[config.mk]
export PLATFORM = sky130hd
export DESIGN_NAME = hazard_scoreboard
export DESIGN_NICKNAME = d
export VERILOG_FILES = /design/src/rtl/hazard_scoreboard.sv
export SDC_FILE = /design/constraint.sdc
export NUM_CORES = 1
export LEC_CHECK = 0
export CELL_PAD_IN_SITES_DETAIL_PLACEMENT = 0
export CELL_PAD_IN_SITES_GLOBAL_PLACEMENT = 1
export CORE_MARGIN = 2
export CORE_UTILIZATION = 52
export CTS_BUF_LIST = sky130_fd_sc_hd__clkbuf_8
export CTS_CLUSTER_SIZE = 28
export DETAILED_ROUTE_END_ITERATION = 10
export GPL_TIMING_DRIVEN = 0
export PLACE_DENSITY = 0.91
export RECOVER_POWER = 25
export SYNTH_ARGS = -nofsm -noshare
export SYNTH_HDL_FRONTEND = slang
export SYNTH_SLANG_ARGS = --single-unit
[constraint.sdc]
create_clock -name clk -period 7.4 [get_ports clk]
set_input_delay 1.48 -clock clk [delete_from_list [all_inputs] [get_ports clk]]
set_output_delay 1.48 -clock clk [all_outputs]
set_load 0.05 [all_outputs]
[src/rtl/hazard_scoreboard.sv]
// Per-register hazard scoreboard between ID and EX: tracks fixed-latency forward countdowns
// and variable-latency (long) pending writes, and raises the ID-stage stall with its reasons.
module hazard_scoreboard #(
    parameter int NUM_REGS = 32,
    parameter int IDX_W    = 5,
    parameter int LAT_W    = 3,
    parameter int MAX_LONG = 4
) (
    input  logic                          clk,
    input  logic                          rst,
    input  logic [IDX_W-1:0]              id_rs1,
    input  logic [IDX_W-1:0]              id_rs2,
    input  logic                          id_rs1_used,
    input  logic                          id_rs2_used,
    input  logic [IDX_W-1:0]              id_rd,
    input  logic                          id_rd_wen,
    input  logic                          id_is_long,
    input  logic                          iss_valid,
    input  logic [IDX_W-1:0]              iss_rd,
    input  logic                          iss_wen,
    input  logic [LAT_W-1:0]              iss_lat,
    input  logic                          iss_long,
    input  logic                          wb_valid,
    input  logic [IDX_W-1:0]              wb_rd,
    input  logic                          kill_all,
    output logic                          stall,
    output logic                          stall_raw,
    output logic                          stall_waw,
    output logic                          stall_full,
    output logic [$clog2(MAX_LONG+1)-1:0] long_cnt
);
    localparam int CNT_W = $clog2(MAX_LONG + 1);
    localparam logic [CNT_W-1:0] LONG_FULL = CNT_W'(MAX_LONG);

    logic [LAT_W-1:0]    cnt_reg  [NUM_REGS];
    logic [LAT_W-1:0]    cnt_next [NUM_REGS];
    logic [NUM_REGS-1:0] long_reg;
    logic [NUM_REGS-1:0] long_next;
    logic [NUM_REGS-1:0] busy;
    logic [CNT_W-1:0]    long_cnt_reg;
    logic [CNT_W-1:0]    long_cnt_next;

    logic iss_ok;
    logic wb_free;
    logic cnt_inc;
    logic cnt_dec;

    // A kill discards the issuing instruction entirely; only the countdowns keep running.
    assign iss_ok  = iss_valid & iss_wen & (iss_rd != '0) & ~kill_all;
    assign wb_free = wb_valid & (wb_rd != '0) & long_reg[wb_rd];
    assign cnt_inc = iss_ok & iss_long;
    assign cnt_dec = wb_free & ~kill_all;

    // x0 never holds a hazard.
    assign cnt_next[0]  = '0;
    assign long_next[0] = 1'b0;
    assign busy[0]      = 1'b0;

    generate
        for (genvar gi = 1; gi < NUM_REGS; gi++) begin : g_reg
            logic sel_iss;
            logic sel_wb;

            assign sel_iss = iss_ok & (iss_rd == IDX_W'(gi));
            assign sel_wb  = wb_free & (wb_rd == IDX_W'(gi));

            // A new issue replaces whatever countdown was running (in-order WAW).
            assign cnt_next[gi] = sel_iss ? (iss_long ? '0 : iss_lat)
                                : (cnt_reg[gi] != '0) ? cnt_reg[gi] - LAT_W'(1)
                                : cnt_reg[gi];

            // Issue-long beats a same-cycle writeback to the same register.
            assign long_next[gi] = kill_all           ? 1'b0
                                 : (sel_iss & iss_long) ? 1'b1
                                 : sel_wb             ? 1'b0
                                 : long_reg[gi];

            assign busy[gi] = (cnt_reg[gi] != '0) | long_reg[gi];
        end
    endgenerate

    assign long_cnt_next = kill_all ? '0
                         : long_cnt_reg + CNT_W'(cnt_inc) - CNT_W'(cnt_dec);

    always_ff @(posedge clk) begin
        if (rst) begin
            long_reg     <= '0;
            long_cnt_reg <= '0;
        end else begin
            long_reg     <= long_next;
            long_cnt_reg <= long_cnt_next;
        end
        for (int i = 0; i < NUM_REGS; i++) begin
            cnt_reg[i] <= rst ? '0 : cnt_next[i];
        end
    end

    always_comb begin
        stall_raw  = 1'b0;
        stall_waw  = 1'b0;
        stall_full = 1'b0;
        if (!rst) begin
            stall_raw  = (id_rs1_used & (id_rs1 != '0) & busy[id_rs1])
                       | (id_rs2_used & (id_rs2 != '0) & busy[id_rs2]);
            stall_waw  = id_rd_wen & (id_rd != '0) & long_reg[id_rd];
            // A writeback in the same cycle frees a slot for the waiting long op.
            stall_full = id_is_long & (long_cnt_reg == LONG_FULL) & ~wb_free;
        end
    end

    assign stall    = stall_raw | stall_waw | stall_full;
    assign long_cnt = long_cnt_reg;
endmodule

Word-level counts from Yosys, hierarchy flattened:

Memories as Yosys holds them, arrays and structs flattened.
Index checks and enable logic that the tools add are counted.

* $add $sub $neg: 33
* multiply operators: 0
* div/mod/pow operators: 0
* order comparisons: 4
* equality and inequality tests: 63
* shift-type cells: 0
* mux-type cells: 167
* bitwise operators: 144
* reductions and logical operators: 68

Operator list (number)
* 3-bit two-way mux: 94
* 5-bit == test, second input constant: 32
* 1-bit bitwise AND: 108
* 3-bit nonzero test: 31
* 3-bit by 1-bit subtractor with 3-bit output, second input constant: 31
* 5-bit by 4-bit == test with 1-bit output, second input constant: 16
* 1-bit two-way mux: 69
* 2-bit nonzero test: 31
* 5-bit by 3-bit == test with 1-bit output, second input constant: 8
* 1-bit bitwise OR: 34
* 5-bit nonzero test: 5
* 5-bit by 6-bit less-than comparator with 1-bit output, second input constant: 4
* 1-bit binary-select mux with 5-bit select: 4
* 5-bit by 2-bit == test with 1-bit output, second input constant: 4
* 5-bit by 1-bit == test with 1-bit output, second input constant: 2
* 3-bit by 1-bit adder with 3-bit output: 1
* 3-bit == test, second input constant: 1
* 3-bit by 1-bit subtractor with 3-bit output: 1
* 1-bit inverter: 2
* 2-bit OR reduction: 1

* register bits: 35
* bits in latches: 0
* bits in writable memories: 96
* ROM bits: 0
* bits of input ports: 39
* output and inout bits: 7
* logic and storage cells: 513
* memories: 1

Memories
* cnt_reg: words 32, width 3, rd ports 31, clocked after Yosys merged registers in 0, wr ports 32, RTL line 35 `logic [LAT_W-1:0] cnt_reg [NUM_REGS];`

Longest topological paths before layout:

Gate-level depths: netlist of run 1.
An unclocked memory read counts as a cell.

* depth after elaboration: 10
* depth in mapped cells: 15
* mapped depth without buffers: 13

Worst setup path after synthesis of run 1:

No wires, ideal clock.

* path type: input port to output port
* start point: in id_rd[0]
* end point: out stall
* arrival: 3.900 ns
* data required time: 5.920 ns
* path slack: 2.020 ns
* stages: 7
* path buffers: 1
* cells stage by stage: buf_6 -> mux4_1 -> mux4_2 -> and4b_1 -> a21o_1 -> o21bai_1 -> nand4bb_1

* cells in the longest elaborated chain, start to end: 6
* elaborated cells on any way between the ends: 8
* classes of those cells: mux (3); bitwise (4); reduce/logical (1)

RTL lines
* from (decl): RTL line 15 `input logic [IDX_W-1:0] id_rd,`
* 1-bit binary-select mux with 5-bit select / 5-bit nonzero test (equally long branches): RTL line 105 `stall_waw = id_rd_wen & (id_rd != '0) & long_reg[id_rd];`
* 1-bit two-way mux (implied by the code) / 1-bit bitwise AND (equally long branches): RTL line 105
* 1-bit bitwise AND (*): RTL line 105
* 1-bit two-way mux (*): RTL line 102 `if (!rst) begin`
* via stall_waw: RTL line 28 `output logic stall_waw,`
* 1-bit bitwise OR (*) (2 in a row): RTL line 111 `assign stall = stall_raw | stall_waw | stall_full;`
* to (decl): RTL line 26 `output logic stall,`

Mark *: on every way through the listed nets, which the timed path passes. The rest lies on a longest branch. The select of a mux whose other input is x is not followed.

Worst setup path in the final report of run 1:

* start point: in id_rs1[1]
* end point: out stall

* cells in the longest elaborated chain, start to end: 7
* elaborated cells on any way between the ends: 9
* classes of those cells: mux (3); bitwise (5); reduce/logical (1)

RTL lines
* from (decl): RTL line 11 `input logic [IDX_W-1:0] id_rs1,`
* 1-bit binary-select mux with 5-bit select / 5-bit nonzero test (equally long branches): RTL line 103 `stall_raw = (id_rs1_used & (id_rs1 != '0) & busy[id_rs1])`
* 1-bit two-way mux (implied by the code) / 1-bit bitwise AND (equally long branches): RTL line 103
* 1-bit bitwise AND (*): RTL line 103
* 1-bit bitwise OR (*): RTL line 104 `| (id_rs2_used & (id_rs2 != '0) & busy[id_rs2]);`
* 1-bit two-way mux (*): RTL line 102
* 1-bit bitwise OR (*) (2 in a row): RTL line 111

Mark *: on every way between the ends. The rest lies on a longest branch, timed or not. The select of a mux whose other input is x is not followed.

==> results of run 1 <==
==> worst register-to-register path: stages, from the launching register on <==
cell     delay (ns)
dfxtp_1        0.39
mux4_2         0.47
a22o_1         0.24
a32oi_1        0.25
o22ai_1        0.18
nor2b_1        0.17
ha_1           0.29
inv_1          0.05
ha_1           0.13
inv_1          0.04
fa_1           0.36
xor2_1         0.16
xnor2_1        0.16
nor2_1         0.06
==> power breakdown <==
part / internal, mW / leakage (nW) / switching (mW)
logic: 0.827 / 2.20 / 0.950
registers: 0.908 / 1.04 / 0.135
clock network: 0.360 / 0.212 / 0.280
total: 2.09 / 3.45 / 1.37
==> cells by family after synthesis <==
group | Yosys count
buffers and inverters | 115
AOI/OAI and AO/OA | 180
DFF | 127
xor gates and xnor gates | 33
adders and majority gates | 65
muxes | 87
and+or+nand+nor | 386
==> metrics by stage <==
step | power [mW] | cell area (sq um) | util, %
CTS | 3.46 | 9480 | 59.9
global route | 3.77 | 9480 | 59.9
finish | 3.46 | 9480 | 59.9
floorplan | 2.44 | 8420 | -
global placement | 2.76 | 9070 | 57.3
detailed placement | 2.80 | 9070 | 57.3
==> how the worst max path moves through the flow <==
stage | start | to | slack (ns) | depth (start not counted)
after detailed placement | id_rs1[1] | stall | 1.45 | 9
after global routing | id_rs2[2] | stall | 1.26 | 9
after CTS | id_rd[1] | stall | 1.45 | 8
after global placement | id_rs1[1] | stall | 1.46 | 9
final | id_rs1[1] | stall | 1.39 | 9
after floorplan | id_rd[0] | stall | 2.02 | 7
==> metal layers <==
metal  share of wire, %  up-vias
met5                  0        -
met4                2.4        0
met3                 10       46
met2                 43      319
met1                 45     3432
li1                   -     3627
==> final cells by class <==
type	count	area share (%)
timing repair buffer	38	4.01
clock inverter	8	1.21
clock buffer	21	3.05
sequential	127	26.8
multi-input combinational	751	57.3
inverter	72	2.85
tap	216	2.85
buffer	43	1.84
==> placed cells by master (no fill, tap or decap), types with 6 or more instances in the layout <==
| cell | netlist | routed |
|---|---|---|
| nor3_1 | 10 | 10 |
| nand2b_1 | 22 | 22 |
| nor3b_1 | 26 | 26 |
| a32o_1 | 12 | 12 |
| mux4_1 | 6 | 6 |
| nor2_1 | 135 | 135 |
| a211oi_1 | 55 | 55 |
| mux4_2 | 13 | 13 |
| clkbuf_1 | 37 | 38 |
| clkbuf_8 | 0 | 21 |
| nor4b_1 | 7 | 7 |
| clkdlybuf4s50_1 | 0 | 32 |
| nand3_1 | 16 | 16 |
| dfxtp_1 | 127 | 127 |
| inv_1 | 71 | 73 |
| nand2_1 | 73 | 73 |
| mux2i_1 | 66 | 66 |
| a21oi_1 | 28 | 28 |
| o21ai_0 | 26 | 26 |
| o21ai_1 | 16 | 16 |
| nor2b_1 | 66 | 66 |
| ha_1 | 64 | 64 |
| xnor2_1 | 32 | 32 |
| dlygate4sd3_1 | 0 | 6 |
==> run metrics, run 1 <==
flip-flop count of the largest register, all copies and words added 93; Cell Count Post-Placement ~1,200; DR vias/cell 5.82; full die area roughly 0.017 sq mm; busiest layer in global routing met2; Cell Rows between 40 and 50; Yosys cell types 62; run status finished clean; buffering stage count on the worst path with inverters included 3; power per cell area roughly 370 mW/mm^2; Hold Worst Slack ~0.53 ns; area delta synth->final 12.5%; remaining max-slew budget at the tightest pin a little under half; post-route ant nets 0; path class of the lowest-slack min-delay path reg2reg; count of buffers from port buffering 38; number of cells in the finished layout apart from fillers between 1,000 and 1,500; highest fanout seen on the critical path 10; H-tree depth reported by CTS 4; proportion of register bits with asynchronous set or reset after synthesis 0%; post-cts gate resize count 0; Critical Path RT between 5 and 6 ns; fraction of final layout cells sized beyond drive strength 1 ~4.6%; Synth area leader dfxtp_1; first-pass GRT wire length 37,000 microns; summed instance area of the synthesized netlist 0.00842 sq mm; Worst Reg2Reg Path Length in Cells 13; static leakage between 3 and 4 nW; filler cell count 1,413; worst setup path class in2out; cell family contributing the most delay on the critical path buffers and inverters; EDFF count, synth 0; number of antenna violations at the first check in global routing 0; clock buffer count from CTS 17; Worst Setup End Kind output port; CTS Sinks around 130; number of global-route vias before repair between 6,000 and 7,000; worst reg2reg setup slack 4.32 ns; IO Pins 46; sequential fraction of the synthesis area between 30 and 40%; Synth Net Count 1,097; area of the multi-input gates around 0.0054 sq mm; residual overflow from global routing 0; nets 1,154; floorplan die height 131 microns; quantity of hold-fixing buffers added after cts 0; portion of netlist area occupied by mux cells between 10% and 20%; count of TritonRoute iterations in the first routing pass 5; CP max stage delay approximately 0.82 ns; number of max-cap violations 0; Hold Path End long_reg[18]$_SDFFE_PP0P_; clock root cell clkbuf_8; hold violation total from the final report 0; met2 capacity usage during global routing a little over two fifths; setup repair after global routing missed its margin false; Worst R2R Start long_reg[9]$_SDFFE_PP0P_; pre-CTS WS 1.45 ns; Layout Skew ~0.011 ns; startpoint type of the worst setup path primary input; Core Box Area 0.0158 sq mm; final setup vio count 0; post-synthesis share of cell area spent on xor and xnor gates 3.43%; critical hold path startpoint long_reg[18]$_SDFFE_PP0P_; DRC Markers 0; gr usage total around 28%; data arrival time at the worst-slack endpoint between 4 and 5 ns; pin count of the biggest net entering global routing 17; wire length after detailed routing 23,800 microns; number of vias after detailed routing 7,424; Slew @ Worst Pin just under 0.8 ns; CTS tree built; most instantiated library cell after synthesis nor2_1; simple-gate share of the synthesized area between 20% and 30%; buffers inserted by post-CTS timing repair 0; most frequently used flop master after synthesis dfxtp_1; post-route fraction of the period consumed by the critical path about 81%; CP cell instances clkdlybuf4s50_1 > clkbuf_1 > nor4b_1 > a211oi_1 > a211oi_1 > nor4_1 > a31oi_1 > nand4bb_1 > clkdlybuf4s50_1; area fraction in compound gates after synthesis between 10% and 20%; max frequency approximately 0.17 GHz; post-synthesis adder-cell area fraction under 10%; final setup slack of the worst path approximately 1.4 ns; clock period minus final worst setup slack around 6.0 ns; initial standard-cell utilization of the core about 53%; Clock Pin Slew Worst Setup and Hold Paths around 0.080 ns; dominant cells by area after synthesis dfxtp_1 (30%), ha_1 (9.5%), mux2i_1 (7.8%); worst-case vdd ir drop around 170 uV; antenna diode count 0; dominant combinational cell family by area after synthesis simple AND/OR/NAND/NOR gates; cells after synthesis slightly below 1,000; met3 track demand over resource under 10%; Wirelength per Cell ~19 microns; Post-DP HPWL about 18,000 microns; Ys Warns 0; die width between 100 and 150 microns; starting DRC count in detailed routing ~750; cell depth of the worst hold path 2; most frequent cells after synthesis nor2_1 (135), dfxtp_1 (127), nand2_1 (73), inv_1 (71); later-pin clock latency in the skew report around 0.46 ns; Final Slew Violations 0; fraction of met1 tracks used by global routing a little under two fifths; endpoint of the worst register-to-register path long_cnt[2]$_SDFF_PP0_; average cell area after synthesis roughly 8.5 sq um; register bit total from synthesis 127; final weighted congestion in routability-driven placement around 0.94; critical path's slowest cell clkdlybuf4s50_1; Setup TNS 0 ns; area share of the largest cell type after synthesis 30.2%; clock tree buffer depth 2; area occupied by registers between 0.002 and 0.003 sq mm
Power figures use the tool's default switching activity.
==> run 2: changes to the inputs <==
--- a/config.mk
+++ b/config.mk
@@ -8,12 +8,12 @@
 export CELL_PAD_IN_SITES_DETAIL_PLACEMENT = 0
 export CELL_PAD_IN_SITES_GLOBAL_PLACEMENT = 1
 export CORE_MARGIN = 2
-export CORE_UTILIZATION = 52
+export CORE_UTILIZATION = 43
 export CTS_BUF_LIST = sky130_fd_sc_hd__clkbuf_8
 export CTS_CLUSTER_SIZE = 28
 export DETAILED_ROUTE_END_ITERATION = 10
 export GPL_TIMING_DRIVEN = 0
-export PLACE_DENSITY = 0.91
+export PLACE_DENSITY = 0.81
 export RECOVER_POWER = 25
 export SYNTH_ARGS = -nofsm -noshare
 export SYNTH_HDL_FRONTEND = slang
==> constraint.sdc (replaced) <==
create_clock -name clk -period 5.2 [get_ports clk]
set_input_delay 1.04 -clock clk [delete_from_list [all_inputs] [get_ports clk]]
set_output_delay 1.04 -clock clk [all_outputs]
set_load 0.05 [all_outputs]
==> run metrics, run 2 (synthesized netlist as in run 1, its figures left out) <==
DR vias/cell 5.61 (-3.5%); cell depth of the worst hold path 2 (unchanged); remaining max-slew budget at the tightest pin 41.7% (-5.3 points); CTS tree built; path class of the lowest-slack min-delay path reg2reg; Post-DP HPWL 18,700 microns (+4.1%); Wirelength per Cell 18.5 microns (-0.71%); initial standard-cell utilization of the core 43.6% (-9.7 points); DRC Markers 0 (unchanged); count of buffers from port buffering 38 (unchanged); met2 capacity usage during global routing 36.7% (-5.8 points); Layout Skew 0.0104 ns (-0.000869 ns); clock tree buffer depth 2 (unchanged); later-pin clock latency in the skew report 0.47 ns (about the same); Worst R2R Start long_reg[8]$_SDFFE_PP0P_; clock period minus final worst setup slack roughly 5.0 ns; static leakage 3.46 nW (+0.21%); buffers inserted by post-CTS timing repair 0 (unchanged); Final Slew Violations 0 (unchanged); die width 144 microns (+9.7%); highest fanout seen on the critical path 6 (-4); clock buffer count from CTS 17 (unchanged); full die area 0.0207 sq mm (+20%); run status finished clean; Critical Path RT 4.16 ns (-1.76 ns); number of vias after detailed routing 7,455 (+0.42%); floorplan die height 144 microns (+9.7%); number of global-route vias before repair 6,894 (+2.3%); nets 1,154 (unchanged); starting DRC count in detailed routing 755 (+1.3%); gr usage total 24.5% (-3.2 points); fraction of final layout cells sized beyond drive strength 1 5.36% (+0.74 points); CTS Sinks 127 (unchanged); Hold Path End long_reg[1]$_SDFFE_PP0P_; clock root cell clkbuf_8; Worst Reg2Reg Path Length in Cells 13 (unchanged); first-pass GRT wire length 38,000 microns (+2.9%); busiest layer in global routing met2; Core Box Area 0.0193 sq mm (+22%); source of the critical timing path id_rs1[1]; flip-flop count of the largest register, all copies and words added 93 (unchanged); residual overflow from global routing 0 (unchanged); max frequency slightly below 0.2 GHz; met3 track demand over resource 6.53% (-1.3 points); wire length after detailed routing 24,600 microns (+3.3%); Cell Rows 51 (+11%); worst-case vdd ir drop 176 uV (+3.8%); count of TritonRoute iterations in the first routing pass 5 (unchanged); critical hold path startpoint long_reg[1]$_SDFFE_PP0P_; most frequent standard cell in the layout excluding fill and tap cells nor2_1; power per cell area 512 mW/mm^2 (+40%); fraction of met1 tracks used by global routing 34.3% (-3.2 points); pin count of the biggest net entering global routing 17 (unchanged); worst setup path class in2out; area delta synth->final 13.3%; Clock Pin Slew Worst Setup and Hold Paths 0.08 ns (about the same); Hold Worst Slack 0.521 ns (-0.00937 ns); H-tree depth reported by CTS 4 (unchanged); IO Pins 46 (unchanged); startpoint type of the worst setup path primary input; number of max-cap violations 0 (unchanged); hold violation total from the final report 0 (unchanged); antenna diode count 0 (unchanged); post-route fraction of the period consumed by the critical path around 97%; number of antenna violations at the first check in global routing 1 (+1); commonest cells after routing, fill and taps aside nor2_1 (135), dfxtp_1 (127), nand2_1 (73); Slew @ Worst Pin 0.874 ns (+0.0791 ns); final weighted congestion in routability-driven placement 0.919 (-2.6%); Setup TNS 0 ns (unchanged); post-route ant nets 0 (unchanged); worst reg2reg setup slack 2.12 ns (-2.20 ns); Worst Setup End Kind output port; endpoint of the worst register-to-register path long_cnt[2]$_SDFF_PP0_; setup repair after global routing missed its margin false; data arrival time at the worst-slack endpoint 3.99 ns (-0.54 ns); final setup vio count 0 (unchanged)
[run 2: layer usage]
metal	wire (microns)	part of all wire, %
met1	11600	47
met2	10600	43
met3	1870	7.6
met4	505	2.1
met5	0	0
[run 2: area by class of cell]
cell class                 count  area, sq um
fill                        1923         9800
multi-input combinational    751         5440
sequential                   127         2540
timing repair buffer          38          383
tap                          265          332
inverter                      72          270
clock buffer                  19          262
buffer                        43          176
clock inverter                13          138
[run 2: per-stage QoR]
step / util (%) / power, mW / setup slack, ns / cells / area [sq um]
floorplan: - / 3.47 / 0.700 / 993 / 8420
global placement: 47.2 / 3.95 / 0.120 / 1296 / 9130
detailed placement: 47.2 / 4.01 / 0.0769 / 1296 / 9130
CTS: 49.3 / 4.91 / 0.0640 / 1328 / 9530
global route: 49.3 / 5.37 / 0.0644 / 1328 / 9540
finish: 49.3 / 4.89 / 0.169 / 1328 / 9540
[run 2: worst max path at each step]
stage	slack, ns	end	cells after the start
2_1_floorplan	0.70	stall	7
3_3_place_gp	0.12	stall	9
3_5_place_dp	0.08	stall	9
4_1_cts	0.06	stall	9
5_1_grt	0.06	stall_raw	8
6_report	0.17	stall_raw	8
[run 2: critical path, stage by stage]
cell             delay (ns)
clkdlybuf4s50_1        0.66
nor4bb_1               0.56
o32ai_1                0.20
o31ai_1                0.25
nor4_1                 0.10
a31oi_1                0.26
nand3b_1               0.17
clkdlybuf4s50_1        0.74
[run 2: timing repair]
action                                  4_1_cts  5_1_grt
hold buffers                                  0        0
endpoints found under the setup margin        0        2
resized for setup                             0        6
[run 2: report_power, final]
part	switching (mW)	internal, mW
clock network	0.434	0.450
registers	0.187	1.29
logic	1.35	1.17
total	1.97	2.92
==> run 3: changes to the inputs <==
--- a/config.mk
+++ b/config.mk
@@ -7,7 +7,7 @@
 export LEC_CHECK = 0
 export CELL_PAD_IN_SITES_DETAIL_PLACEMENT = 0
 export CELL_PAD_IN_SITES_GLOBAL_PLACEMENT = 1
-export CORE_MARGIN = 2
+export CORE_MARGIN = 5
 export CORE_UTILIZATION = 43
 export CTS_BUF_LIST = sky130_fd_sc_hd__clkbuf_8
 export CTS_CLUSTER_SIZE = 28
==> run metrics, run 3 (synthesized netlist as in run 1, its figures left out) <==
clock period minus final worst setup slack 4.77 ns (-0.257 ns); Slew @ Worst Pin 0.857 ns (-0.0172 ns); flip-flop count of the largest register, all copies and words added 93 (unchanged); hold violation total from the final report 0 (unchanged); sequential group share of total power 30.4% (about the same); clock root cell clkbuf_8; Final Slew Violations 0 (unchanged); pre-CTS WS 0.144 ns (+0.0667 ns); max frequency 0.209 GHz (+5.4%); Critical Path RT 4.16 ns (about the same); filler cell count 1,940 (+0.88%); cell depth of the worst hold path 2 (unchanged); Wirelength per Cell 18.5 microns (+0.12%); data arrival time at the worst-slack endpoint 3.73 ns (-0.26 ns); core utilization of the finished layout 49.1% (-0.22 points); number of global-route vias before repair 6,934 (+0.58%); Clock Pin Slew Worst Setup and Hold Paths 0.08 ns (about the same); area delta synth->final 13.2%; Cell Rows 51 (unchanged); power dissipated by switching net loads 1.93 mW (-2.0%); commonest cells after routing, fill and taps aside nor2_1 (135), dfxtp_1 (127), inv_1 (77); wire length after detailed routing 24,600 microns (+0.12%); static leakage 3.49 nW (+0.92%); antenna diode count 0 (unchanged); nets 1,154 (unchanged); buffers inserted by post-CTS timing repair 0 (unchanged); most frequent standard cell in the layout excluding fill and tap cells nor2_1; full die area 0.0225 sq mm (+8.5%); worst-case vdd ir drop 163 uV (-7.4%); worst setup path class in2out; Worst Reg2Reg Path Length in Cells 13 (unchanged); Post-DP HPWL 18,700 microns (+0.21%); portion of total power attributed to the clock network 17.8% (-0.3 points); first-pass GRT wire length 38,300 microns (+0.71%); Core Box Area 0.0194 sq mm (+0.33%); clock buffer count from CTS 17 (unchanged); die width 150 microns (+4.2%); Worst Setup End Kind output port; final setup slack of the worst path 0.426 ns (+0.257 ns); setup repair after global routing missed its margin false; number of vias after detailed routing 7,410 (-0.60%); final weighted congestion in routability-driven placement 0.915 (-0.51%); power per cell area 510 mW/mm^2 (-0.38%); post-cts gate resize count 0 (unchanged); post-route design area 0.00953 sq mm (-0.12%); initial standard-cell utilization of the core 43.4% (-0.14 points); floorplan die height 150 microns (+4.2%); quantity of hold-fixing buffers added after cts 0 (unchanged); H-tree depth reported by CTS 4 (unchanged); fraction of final layout cells sized beyond drive strength 1 4.61% (-0.75 points); number of max-cap violations 0 (unchanged); CTS tree built; gr usage total 22.3% (-2.2 points); Setup TNS 0 ns (unchanged); post-route fraction of the period consumed by the critical path 91.8% (-4.9 points); startpoint type of the worst setup path primary input; remaining max-slew budget at the tightest pin 42.8% (+1.1 points); number of antenna violations at the first check in global routing 1 (unchanged); starting DRC count in detailed routing 744 (-1.5%); Pint 2.93 mW (+0.52%); Comb pwr share 51.8% (about the same); final setup vio count 0 (unchanged); run status finished clean; Area after DPL 0.00913 sq mm (unchanged); later-pin clock latency in the skew report 0.46 ns (about the same); count of TritonRoute iterations in the first routing pass 5 (unchanged); Layout Skew 0.0104 ns (+0.0000727 ns); clock tree buffer depth 2 (unchanged); path class of the lowest-slack min-delay path reg2reg; CTS Sinks 127 (unchanged); residual overflow from global routing 0 (unchanged); DR vias/cell 5.58 (-0.60%); switch share 39.7% (-0.61 points); DRC Markers 0 (unchanged); IO Pins 46 (unchanged); post-route ant nets 0 (unchanged); count of buffers from port buffering 38 (unchanged); pin count of the biggest net entering global routing 17 (unchanged); highest fanout seen on the critical path 10 (+4)
[run 3: cell count changes in the layout (fill, tap and decap cells not counted), sizes merged, moves of 2 or more]
cell,delta
inv,+5
clkdlybuf4s50,-2
clkinv,-5
clkinvlp,-2
clkbuf,+3
[run 3: cell type report]
class / instances / area (sq um) / share of cell area (%)
clock buffers: 21 / 289 / 3.03
well taps: 265 / 332 / 3.48
clock inverters: 11 / 100 / 1.05
plain buffers: 43 / 175 / 1.84
multi-input cells: 751 / 5430 / 57.0
inverters: 72 / 270 / 2.84
flip-flops and latches: 127 / 2540 / 26.7
repair buffers: 38 / 385 / 4.04
[run 3: final timing paths]
path | startpoint | endpoint | slack [ns]
hold / removal | long_reg[1]$_SDFFE_PP0P_ | long_reg[1]$_SDFFE_PP0P_ | 0.52
setup reg to reg | long_reg[8]$_SDFFE_PP0P_ | long_cnt[2]$_SDFF_PP0_ | 2.11
hold reg to reg | long_reg[1]$_SDFFE_PP0P_ | long_reg[1]$_SDFFE_PP0P_ | 0.52
setup / recovery | id_rs1[1] | stall | 0.43
[run 3: through the flow]
step	total power [mW]	std cells	hold WS, ns
after floorplan	3.47	993	0.454
after global placement	3.94	1296	0.492
after detailed placement	4.00	1296	0.505
after CTS	4.89	1328	0.515
after global routing	5.35	1328	0.546
final	4.86	1328	0.519
[run 3: routing by layer]
layer	vias to the layer above	GRT usage, %	wire length, microns
li1	3612	-	-
met3	41	6.66	2340
met2	278	33.5	10600
met4	0	5.95	454
met5	-	0	0
met1	3479	31.2	11300
[run 3: power groups by stage]
stage / sequential, mW / clock (mW) / combinational (mW)
floorplan: 1.46 / 0 / 2.01
CTS: 1.48 / 0.879 / 2.53
finish: 1.48 / 0.863 / 2.52
global placement: 1.49 / 0 / 2.45
global route: 1.52 / 0.927 / 2.90
detailed placement: 1.50 / 0 / 2.50
[run 3: worst max-delay path: stages]
cell	delay [ns]
clkdlybuf4s50_1	0.68
clkbuf_1	0.44
nor4b_1	0.10
a211oi_1	0.26
a211oi_1	0.08
nor4_1	0.41
a31oi_1	0.11
nand4bb_1	0.16
dlymetal6s2s_1	0.45
